[src/rtl/mem_port_arbiter.sv]
// Round-robin arbiter sharing one single-port synchronous RAM among NUM_REQ
// clients. The winning command is registered onto the RAM port. Read returns
// are routed back to the issuing client through a small {valid, index} pipeline.
module mem_port_arbiter #(
    parameter int NUM_REQ = 4,
    parameter int ADDR_W  = 6,
    parameter int DATA_W  = 16,
    parameter int RD_LAT  = 1
) (
    input  logic                      clk,
    input  logic                      rst,
    input  logic [NUM_REQ-1:0]        req,
    input  logic [NUM_REQ-1:0]        req_we,
    input  logic [NUM_REQ*ADDR_W-1:0] req_addr,
    input  logic [NUM_REQ*DATA_W-1:0] req_data,
    output logic [NUM_REQ-1:0]        gnt,
    output logic [NUM_REQ-1:0]        rvalid,
    output logic [DATA_W-1:0]         rdata,
    output logic                      mem_we,
    output logic [ADDR_W-1:0]         mem_addr,
    output logic [DATA_W-1:0]         mem_data,
    input  logic [DATA_W-1:0]         mem_out
);

    localparam int IDX_W = $clog2(NUM_REQ);
    // One stage per cycle between the issue edge and the edge that captures mem_out.
    localparam int DEPTH = RD_LAT + 1;
    localparam logic [IDX_W:0]   NUM_REQ_W = (IDX_W+1)'(NUM_REQ);
    localparam logic [IDX_W-1:0] LAST_IDX  = IDX_W'(NUM_REQ - 1);

    logic [IDX_W-1:0]  ptr_q, ptr_d;
    logic [IDX_W:0]    cand;
    logic [IDX_W-1:0]  win_idx;
    logic              win_valid;
    logic              sel_we;
    logic [ADDR_W-1:0] sel_addr;
    logic [DATA_W-1:0] sel_data;

    logic              mem_we_q;
    logic [ADDR_W-1:0] mem_addr_q;
    logic [DATA_W-1:0] mem_data_q;
    logic [NUM_REQ-1:0] rvalid_q;
    logic [DATA_W-1:0] rdata_q;

    logic              pipe_vld_q [DEPTH];
    logic [IDX_W-1:0]  pipe_idx_q [DEPTH];

    // Pick the first requester at or after ptr (wrapping). No grant during reset.
    always_comb begin
        gnt       = '0;
        win_idx   = '0;
        win_valid = 1'b0;
        cand      = '0;
        for (int k = 0; k < NUM_REQ; k++) begin
            cand = {1'b0, ptr_q} + (IDX_W+1)'(k);
            if (cand >= NUM_REQ_W) begin
                cand = cand - NUM_REQ_W;
            end
            if (!win_valid && !rst && req[cand[IDX_W-1:0]]) begin
                win_valid = 1'b1;
                win_idx   = cand[IDX_W-1:0];
            end
        end
        if (win_valid) begin
            gnt[win_idx] = 1'b1;
        end
    end

    // Winner's command and the pointer value following this transfer.
    always_comb begin
        sel_we   = req_we[win_idx];
        sel_addr = req_addr[win_idx*ADDR_W +: ADDR_W];
        sel_data = req_data[win_idx*DATA_W +: DATA_W];
        ptr_d    = ptr_q;
        if (win_valid) begin
            ptr_d = (win_idx == LAST_IDX) ? '0 : win_idx + 1'b1;
        end
    end

    // RAM command register and round-robin pointer; idle cycles hold addr/data.
    always_ff @(posedge clk) begin
        if (rst) begin
            ptr_q      <= '0;
            mem_we_q   <= 1'b0;
            mem_addr_q <= '0;
            mem_data_q <= '0;
        end else begin
            ptr_q    <= ptr_d;
            mem_we_q <= win_valid & sel_we;
            if (win_valid) begin
                mem_addr_q <= sel_addr;
                mem_data_q <= sel_data;
            end
        end
    end

    genvar gi;
    generate
        for (gi = 0; gi < DEPTH; gi++) begin : g_pipe
            if (gi == 0) begin : g_head
                // Stage 0 records a read issued on this edge and who issued it.
                always_ff @(posedge clk) begin
                    if (rst) begin
                        pipe_vld_q[gi] <= 1'b0;
                        pipe_idx_q[gi] <= '0;
                    end else begin
                        pipe_vld_q[gi] <= win_valid & ~sel_we;
                        pipe_idx_q[gi] <= win_idx;
                    end
                end
            end else begin : g_tail
                // Later stages follow the read through the RAM latency.
                always_ff @(posedge clk) begin
                    if (rst) begin
                        pipe_vld_q[gi] <= 1'b0;
                        pipe_idx_q[gi] <= '0;
                    end else begin
                        pipe_vld_q[gi] <= pipe_vld_q[gi-1];
                        pipe_idx_q[gi] <= pipe_idx_q[gi-1];
                    end
                end
            end
        end
    endgenerate

    // Capture RAM output for the read at the pipeline tail; rdata holds otherwise.
    always_ff @(posedge clk) begin
        if (rst) begin
            rvalid_q <= '0;
            rdata_q  <= '0;
        end else begin
            rvalid_q <= '0;
            if (pipe_vld_q[DEPTH-1]) begin
                rvalid_q[pipe_idx_q[DEPTH-1]] <= 1'b1;
                rdata_q                       <= mem_out;
            end
        end
    end

    assign mem_we   = mem_we_q;
    assign mem_addr = mem_addr_q;
    assign mem_data = mem_data_q;
    assign rvalid   = rvalid_q;
    assign rdata    = rdata_q;

endmodule

[config.mk]
export PLATFORM = sky130hd
export DESIGN_NAME = mem_port_arbiter
export DESIGN_NICKNAME = d
export VERILOG_FILES = /design/src/rtl/mem_port_arbiter.sv
export SDC_FILE = /design/constraint.sdc
export NUM_CORES = 1
export LEC_CHECK = 0
export CORE_UTILIZATION = 40
export CTS_BUF_LIST = sky130_fd_sc_hd__clkbuf_8 sky130_fd_sc_hd__clkbuf_16
export DETAILED_ROUTE_END_ITERATION = 8
export GPL_TIMING_DRIVEN = 1
export PLACE_DENSITY = 0.85
export SYNTH_ARGS = -nofsm -noshare
export SYNTH_HDL_FRONTEND = slang
export SYNTH_SLANG_ARGS = --single-unit
[constraint.sdc]
create_clock -name clk -period 3.85 [get_ports clk]
set_input_delay 0.385 -clock clk [delete_from_list [all_inputs] [get_ports clk]]
set_output_delay 0.385 -clock clk [all_outputs]
set_load 0.05 [all_outputs]
## Word-level counts from Yosys, hierarchy flattened

Memories as Yosys holds them, arrays and structs flattened.
Cells that the tools add are included.

| cells by class | value |
|---|---|
| reductions and logical operators | 14 |
| equality and inequality tests | 1 |
| bitwise gates (word level) | 8 |
| mux-type cells | 35 |
| order comparisons | 12 |
| multipliers | 1 |
| add/sub/neg operators | 8 |
| shift-type cells | 2 |

Operators by type and width:

| cell | number |
|---|---|
| indexed part select 64 x 7 -> 16 bit | 1 |
| indexed part select 24 x 6 -> 6 bit | 1 |
| two-way mux 2 bit | 11 |
| < comparator 2 x 3 -> 1 bit, second input constant | 6 |
| two-way mux 1 bit | 16 |
| binary-select mux 1 bit (select 2 bit) | 5 |
| >= comparator 3 bit, second input constant | 3 |
| logical AND 1 bit | 9 |
| subtractor 2 x 1 -> 2 bit, second input constant | 4 |
| adder 2 x 2 -> 3 bit, second input constant | 2 |
| demux 1 bit (select 2 bit) | 2 |
| >= comparator 2 x 1 -> 1 bit, second input constant | 2 |
| zero test 1 bit | 4 |
| multiplier 2 x 2 -> 4 bit, second input constant | 1 |
| two-way mux 4 bit | 1 |
| OR 1 bit | 4 |
| adder 2 x 1 -> 3 bit, second input constant | 1 |
| >= comparator 2 x 3 -> 1 bit, second input constant | 1 |
| adder 2 x 1 -> 2 bit, second input constant | 1 |
| bitwise AND 1 bit | 2 |
| equality test 2 bit, second input constant | 1 |
| NOT 1 bit | 2 |
| OR reduction 2 bit | 1 |

| storage, ports and cells | value |
|---|---|
| input bits | 114 |
| word-level logic and storage cells | 89 |
| RAM bits | 6 |
| flip-flop bits (word level) | 45 |
| memories kept | 2 |

Memory list:

| memory | depth | bits a word | read ports | clocked after memory_dff | wr ports | line | RTL |
|---|---|---|---|---|---|---|---|
| pipe_idx_q | 2 | 2 | 2 | 0 | 2 | 46 | `logic [IDX_W-1:0] pipe_idx_q [DEPTH];` |
| pipe_vld_q | 2 | 1 | 2 | 0 | 2 | 45 | `logic pipe_vld_q [DEPTH];` |

## Logic depth before layout (Yosys ltp)

Gate-level depths: netlist (run 1).

| logic depth | value |
|---|---|
| depth in word-level cells | 23 |
| gate-level depth with buffers | 11 |
| gate-level depth less buffers | 8 |

## Least setup slack after synthesis (run 1)

OpenSTA, ideal clock, no wires.

| timing path | value |
|---|---|
| path kind | in2out |
| from | input req[0] |
| to | output gnt[3] |
| data required time | 3.465 ns |
| stages | 9 |
| slack | 0.913 ns |
| data arrival time | 2.552 ns |
| cells stage by stage | buf_2 mux4_2 o21ai_1 a2111oi_2 o41ai_2 buf_2 inv_2 ha_1 nor2b_1 |

| between the ends | value |
|---|---|
| word-level cells in the longest chain between the ends | 21 |
| elaborated cells on any way between the ends | 32 |

Ends and longest elaborated chain:

| item | line | RTL |
|---|---|---|
| start, declared | 12 | `input logic [NUM_REQ-1:0] req,` |
| binary-select mux 1 bit (select 2 bit) | 59 | `if (!win_valid && !rst && req[cand[IDX_W-1:0]]) begin` |
| two-way mux 1 bit (implied by the code) | 59 |  |
| logical AND 1 bit | 59 |  |
| two-way mux 1 bit | 59 |  |
| zero test 1 bit | 59 |  |
| logical AND 1 bit (2 in a row) | 59 |  |
| two-way mux 1 bit | 59 |  |
| zero test 1 bit | 59 |  |
| [3 not listed] | - |  |
| zero test 1 bit | 59 |  |
| logical AND 1 bit (2 in a row) | 59 |  |
| two-way mux 2 bit | 59 |  |
| < comparator 2 x 3 -> 1 bit (implied by the code) or >= comparator 2 x 1 -> 1 bit (tied branches) | 65 | `gnt[win_idx] = 1'b1;` |
| logical AND 1 bit (implied by the code) | 65 |  |
| two-way mux 1 bit (implied by the code) | 65 |  |
| demux 1 bit (select 2 bit) | 65 |  |
| two-way mux 4 bit * | 64 | `if (win_valid) begin` |
| end, declared | 16 | `output logic [NUM_REQ-1:0] gnt,` |

Every way passes the cells marked *; elsewhere a longest branch is shown, timed or not. The select of a mux whose other input is x is not followed.

## Worst setup path in the final report (run 1)

| timing path | value |
|---|---|
| from | register ptr_q[0] |
| to | output gnt[2] |

| between the ends | value |
|---|---|
| word-level cells in the longest chain between the ends | 23 |
| elaborated cells on any way between the ends | 47 |

Ends and longest elaborated chain:

| item | line | RTL |
|---|---|---|
| start, declared | 31 | `logic [IDX_W-1:0] ptr_q, ptr_d;` |
| start signal, assigned | 88 | `ptr_q <= ptr_d;` |
| >= comparator 2 x 3 -> 1 bit or subtractor 2 x 1 -> 2 bit (tied branches) | 56, 57 |  |
| two-way mux 2 bit | 56 | `if (cand >= NUM_REQ_W) begin` |
| binary-select mux 1 bit (select 2 bit) | 59 |  |
| two-way mux 1 bit (implied by the code) | 59 |  |
| logical AND 1 bit | 59 |  |
| two-way mux 1 bit | 59 |  |
| zero test 1 bit | 59 |  |
| logical AND 1 bit (2 in a row) | 59 |  |
| [5 not listed] | - |  |
| zero test 1 bit | 59 |  |
| logical AND 1 bit (2 in a row) | 59 |  |
| two-way mux 2 bit | 59 |  |
| < comparator 2 x 3 -> 1 bit (implied by the code) or >= comparator 2 x 1 -> 1 bit (tied branches) | 65 |  |
| logical AND 1 bit (implied by the code) | 65 |  |
| two-way mux 1 bit (implied by the code) | 65 |  |
| demux 1 bit (select 2 bit) | 65 |  |
| two-way mux 4 bit * | 64 |  |

Marks and branches as above.

==> results of run 1 <==
-- path summary, 6_finish.rpt --
kind | endpoint | cells past startpoint
min reg2reg | pipe_idx_q[1][0] | 1
max reg2reg | mem_data[9] | 7
min | pipe_idx_q[1][0] | 1
max | gnt[2] | 7
-- synth_stat cells, types with 2 or more instances --
library cell and n:
nor2b_1 8, mux2i_1 65, a21oi_1 3, clkbuf_1 11, nand2_1 26, o221ai_1 22
and3_1 2, buf_6 4, a311o_1 2, nand3b_1 2, nor2_1 25, buf_4 2
inv_1 7, dfxtp_1 51, nor3b_1 3, buf_2 7, o311ai_0 2, o21a_1 2
nand2b_1 3
-- cell usage in the layout (no fill, tap or decap), drive strengths merged, types with 5 or more instances in the layout --
cell type	n
clkdlybuf4s50	156
mux2i	66
dfxtp	51
nand2	26
nor2	25
o221ai	22
inv	9
buf	9
nor2b	8
clkbuf	5
-- power by group --
part / leakage (nW) / switching [W] / internal, W
combinational: 1.40 / 0.000996 / 0.000697
clock: 0.0502 / 0.000198 / 0.000135
sequential: 0.422 / 0.000136 / 0.000696
total: 1.87 / 0.00133 / 0.00153
-- cells by family after synthesis --
kind of cell,count (synthesis),share of synthesized area [%]
simple gates,71,12.5
mux,68,26.9
flops,51,38.9
compound gates,43,14.5
buf+inv,32,6.34
xor+xnor,1,0.334
fa+ha+maj,1,0.477
-- metrics by stage --
step | cell area [um2] | hold slack, ns | utilization, % | worst slack [ns]
3_3_place_gp | 4280 | 0.418 | 67.4 | 0.443
3_5_place_dp | 4280 | 0.432 | 67.4 | 0.410
4_1_cts | 4380 | 0.457 | 68.9 | 0.136
2_1_floorplan | 2630 | 0.414 | - | 0.913
5_1_grt | 4380 | 0.473 | 69.0 | 0.116
6_report | 4380 | 0.453 | 69.0 | 0.308
-- final cells by class --
| type | count | area, um2 | share of cell area [%] |
|---|---|---|---|
| Tap cell | 77 | 96.3 | 2.20 |
| Multi-Input combinational cell | 184 | 1470 | 33.5 |
| Timing Repair Buffer | 165 | 1670 | 38.1 |
| Sequential cell | 51 | 1020 | 23.3 |
| Clock buffer | 5 | 68.8 | 1.57 |
| Clock inverter | 3 | 28.8 | 0.657 |
| Inverter | 8 | 30.0 | 0.685 |
-- timing repair --
action,CTS,global route
hold buffers,0,0
endpoints found under the setup margin,0,1
gates resized for setup,0,1
-- sequential cells by signal, summed over array words and instances, names as in the netlist --
| register | count |
|---|---|
| ptr_q | 2 |
| mem_we | 1 |
| mem_data | 16 |
| rdata | 16 |
| mem_addr | 6 |
| pipe_idx_q | 4 |
| rvalid | 4 |
| pipe_vld_q | 2 |
-- metal layers --
layer	track usage, %	vias to the layer above
met1	25.2	1200
li1	-	1264
met3	8.55	21
met2	40.1	99
met5	0	-
met4	8.62	0
==> metrics.txt, run 1 <==
status=finished clean; ys flop type=dfxtp_1; grt total ovfl=0; CTS buffer count=5; Max Fanout on Critical Path=48; CP max-delay cell=dfxtp_1; Post-synth EDFFs=0; Port-buffer cells=160; fmax=0.282 GHz; synthesized instance count=267; Max Transition Viols Final=0; Vias/cell=5.24; die width=83.0 um; max_slew headroom=36.8%; share of layout cells above drive strength 1=6.25%; CTS HTree Levels=2; VDD IR max=464 uV; reg-to-reg startpoint=ptr_q[0]; post-synth top area cell=dfxtp_1; Area growth, synth to finish=66.9%; Layout Cells excl Fill=493; DR top layer=met4; Synth top area share=38.9%; post-DR wirelength/cell=16.0 um; Total Nets Final=530; CTS tree=done; Placer Congestion=0.767; Pwr Total=0.00286 W; Tcrit/Tclk final=92.0%; DRT antenna net count=0; HP Start=pipe_idx_q[0][0]; Avg Inst Size Synth=9.83 um2; crit start category=flip-flop; crit-path cells=mux2_2 -> a2bb2oi_2 -> nand2_1 -> o41ai_4 -> buf_6 -> nor2_1 -> buf_12; final setup TNS=0 ns; post-synthesis sequential area ratio=38.9%; row cnt=29; endpoints failing setup=0; crit path time final=3.54 ns; metal2 WL=3990 um; Overall Global Routing Usage=22.9%; syn nets=382; Synth area leaders=dfxtp_1 39%, mux2i_1 25%, o221ai_1 7.3%; FF+latch count, synth=51; worst path required time=3.46 ns; slowest stage delay, CP=0.82 ns; # Post-CTS Setup Buffers=0; Hold WC Path Type=flip-flop to flip-flop; Setup crit start=ptr_q[0]; Max Buffers Root-to-Sink=2; Clock Pin Slew Worst Setup and Hold Paths=0.10 ns; DRC violation total after the first TritonRoute iteration=119; YS warnings=0; WL met3=664 um; Worst setup EP type=output pin; largest net degree at the start of global routing=49; Final Hold Viols=0; kind of critical path=flip-flop to output pin; Post-DP HPWL=6040 um; Die Area=6890 um2; initial antenna violation count=0; power per cell area=652 nW/um2; vias in the first global route=2609; Fill cells=512; Ports=161; vias=2584; DR pass1 iterations=4; # clock sinks=51; Largest delay share family, worst path=flip-flops; library cells used by synthesis=39; crit path buf inv count=2; CTS Root Cell=clkbuf_8; Cell Area, Synth=2630 um2; clk_lat worst skew=0.31 ns; max-cap violations=0; placed cells=485; RSZ-0062 raised after global routing=false; leakage power=1.87 nW; ys async rst share=0%; Slew @ Worst Pin=0.946 ns; FF-to-FF setup slack=0.80 ns; Diodes inserted=0; area of the core=6350 um2; M1 WL=2980 um; Worst EP arrival=3.16 ns; chip height=83.0 um; DRC violations left=0; worst clock skew=0.00650 ns; first-pass GRT wire length=12700 um; final WL=7870 um; starting density of the core=41.3%
(Power assumes the default switching activity.)
==> run 2: changes to the inputs <==
--- a/config.mk
+++ b/config.mk
@@ -9,6 +9,7 @@
 export CTS_BUF_LIST = sky130_fd_sc_hd__clkbuf_8 sky130_fd_sc_hd__clkbuf_16
 export DETAILED_ROUTE_END_ITERATION = 8
 export GPL_TIMING_DRIVEN = 1
+export MAX_ROUTING_LAYER = met4
 export PLACE_DENSITY = 0.85
 export SYNTH_ARGS = -nofsm -noshare
 export SYNTH_HDL_FRONTEND = slang
==> run 2 against run 1 <==
  * Register-to-register slack got worse by 0.02 ns
  * Critical endpoint unchanged
  * Critical path depth unchanged
  * Fmax decreased by 1.3%
  * Largest power group unchanged
  * Cell area about the same
  * Total power decreased by 0.15%
  * First-iteration DRC count decreased by 39%
  * Count of clock-buffer cells in the layout unchanged
==> metrics.txt, run 2 (synthesis results as in run 1) <==
status=finished clean (unchanged); die width=83.0 um (unchanged); CTS HTree Levels=2 (unchanged); initial antenna violation count=0 (unchanged); first-pass GRT wire length=12700 um (about the same); HP Start=pipe_idx_q[0][0] (unchanged); vias in the first global route=2578 (was 2609); crit start category=flip-flop (unchanged); DRT antenna net count=0 (unchanged); max-cap violations=0 (unchanged); hold endpoint=pipe_idx_q[1][0] (unchanged); row cnt=29 (unchanged); kind of critical path=flip-flop to output pin (unchanged); worst path required time=3.46 ns (about the same); share of power burned in combinational logic=59.7% (was 59.2%); DR pass1 iterations=6 (was 4); Max Buffers Root-to-Sink=2 (unchanged); fin util=69.0% (about the same); fmax=0.279 GHz (was 0.282 GHz); CTS buffer count=5 (unchanged); DRC violation total after the first TritonRoute iteration=73 (was 119); Port-buffer cells=160 (unchanged); area of the core=6350 um2 (unchanged); DRC violations left=0 (unchanged); grt total ovfl=0 (unchanged); Clock Pin Slew Worst Setup and Hold Paths=0.10 ns (about the same); Worst EP arrival=3.20 ns (was 3.16 ns); clk_lat worst skew=0.30 ns (was 0.31 ns); Worst setup EP type=output pin (unchanged); Setup WS post-layout=0.261 ns (was 0.308 ns); reg-to-reg startpoint=ptr_q[0] (unchanged); starting density of the core=41.3% (unchanged); Max Transition Viols Final=0 (unchanged); Diodes inserted=0 (unchanged); share of layout cells above drive strength 1=6.47% (was 6.25%); Final Hold Viols=0 (unchanged); Die Area=6890 um2 (unchanged); max_slew headroom=37.8% (was 36.8%); power share of the clock group=11.4% (was 11.7%); crit path time final=3.59 ns (was 3.54 ns); worst clock skew=0.00784 ns (was 0.00650 ns); largest net degree at the start of global routing=49 (unchanged); Slew @ Worst Pin=0.932 ns (was 0.946 ns); CTS resizes=0 (unchanged); post-DR wirelength/cell=15.9 um (was 16.0 um); Area growth, synth to finish=67.0% (was 66.9%); commonest non-fill, non-tap cell in the layout=clkdlybuf4s50_1 (unchanged); # clock sinks=51 (unchanged); Worst R2R Path Depth=7 (unchanged); VDD IR max=394 uV (was 464 uV); Vias/cell=5.23 (was 5.24); Setup crit start=ptr_q[0] (unchanged); cell internal pwr=0.00153 W (about the same); leakage power=1.87 nW (about the same); Overall Global Routing Usage=23.4% (was 22.9%); # Post-CTS Setup Buffers=0 (unchanged); sequential power share=28.9% (was 29.1%); Tcrit/Tclk final=93.2% (was 92.0%); Total Nets Final=531 (was 530); Hold WC Path Type=flip-flop to flip-flop (unchanged); Max Fanout on Critical Path=48 (unchanged); Critical R2R Capture=pipe_vld_q[0] (was mem_data[9]); hold-fix buffers at CTS=0 (unchanged); final WL=7860 um (was 7870 um); commonest non-fill, non-tap cells in the layout=156 x clkdlybuf4s50_1, 65 x mux2i_1, 51 x dfxtp_1, 26 x nand2_1, 25 x nor2_1 (unchanged); CTS tree=done (unchanged); pre-CTS setup slack=0.341 ns (was 0.410 ns); Post-DP HPWL=6020 um (was 6040 um); final setup TNS=0 ns (unchanged); CTS Root Cell=clkbuf_8 (unchanged); Switching Fraction=46.4% (was 46.5%); Pwr Total=0.00285 W (was 0.00286 W); Fill cells=497 (was 512); power per cell area=651 nW/um2 (was 652 nW/um2); chip height=83.0 um (unchanged); FF-to-FF setup slack=0.78 ns (was 0.80 ns); hold slack=0.447 ns (was 0.453 ns); Ports=161 (unchanged); endpoints failing setup=0 (unchanged); Placer Congestion=0.786 (was 0.767); vias=2583 (was 2584); Hold Crit Depth=1 (unchanged); switching pwr=0.00132 W (was 0.00133 W); RSZ-0062 raised after global routing=false (unchanged)
==> run 2: layout make-up <==
| cell class | instances | area (um2) | share of cell area [%] |
|---|---|---|---|
| clock inverters | 3 | 26.3 | 0.599 |
| well taps | 77 | 96.3 | 2.20 |
| inverters | 8 | 30.0 | 0.685 |
| flip-flops and latches | 51 | 1020 | 23.3 |
| clock buffers | 5 | 68.8 | 1.57 |
| multi-input cells | 184 | 1470 | 33.5 |
| repair buffers | 166 | 1670 | 38.2 |
==> run 2: how the worst max path moves through the flow <==
stage,end,slack [ns],cells past startpoint
after floorplan,gnt[3],0.91,9
after global placement,gnt[2],0.42,8
after detailed placement,gnt[2],0.34,8
after CTS,gnt[2],0.26,7
after global routing,gnt[2],0.04,7
final,gnt[2],0.26,7
==> run 2: power groups by stage <==
| stage | sequential, W | clock (W) | combinational [W] |
|---|---|---|---|
| CTS | 0.000826 | 0.000334 | 0.00171 |
| floorplan | 0.00125 | 0 | 0.000702 |
| global route | 0.000850 | 0.000354 | 0.00180 |
| finish | 0.000825 | 0.000325 | 0.00170 |
| detailed placement | 0.000835 | 0 | 0.00171 |
| global placement | 0.000831 | 0 | 0.00169 |
==> run 2: stage by stage <==
| stage | instance area, um2 | cells |
|---|---|---|
| after CTS | 4380 | 494 |
| after global placement | 4290 | 486 |
| after detailed placement | 4290 | 486 |
| after global routing | 4380 | 494 |
| after floorplan | 2630 | 267 |
| final | 4380 | 494 |
==> run 2: per-layer routing <==
layer / track usage, % / wire [um] / up-vias
li1: - / - / 1269
met4: 7.99 / 165 / 0
met2: 40.3 / 3980 / 99
met3: 5.77 / 465 / 14
met5: - / 0 / -
met1: 26.6 / 3250 / 1201
==> run 2: critical path, cell delays in order, from the launching register on <==
cell,delay (ns)
dfxtp_1,0.64
mux2_2,0.40
a2bb2oi_2,0.26
nand2_1,0.15
o41ai_4,0.36
buf_4,0.67
nor2_1,0.19
buf_12,0.20
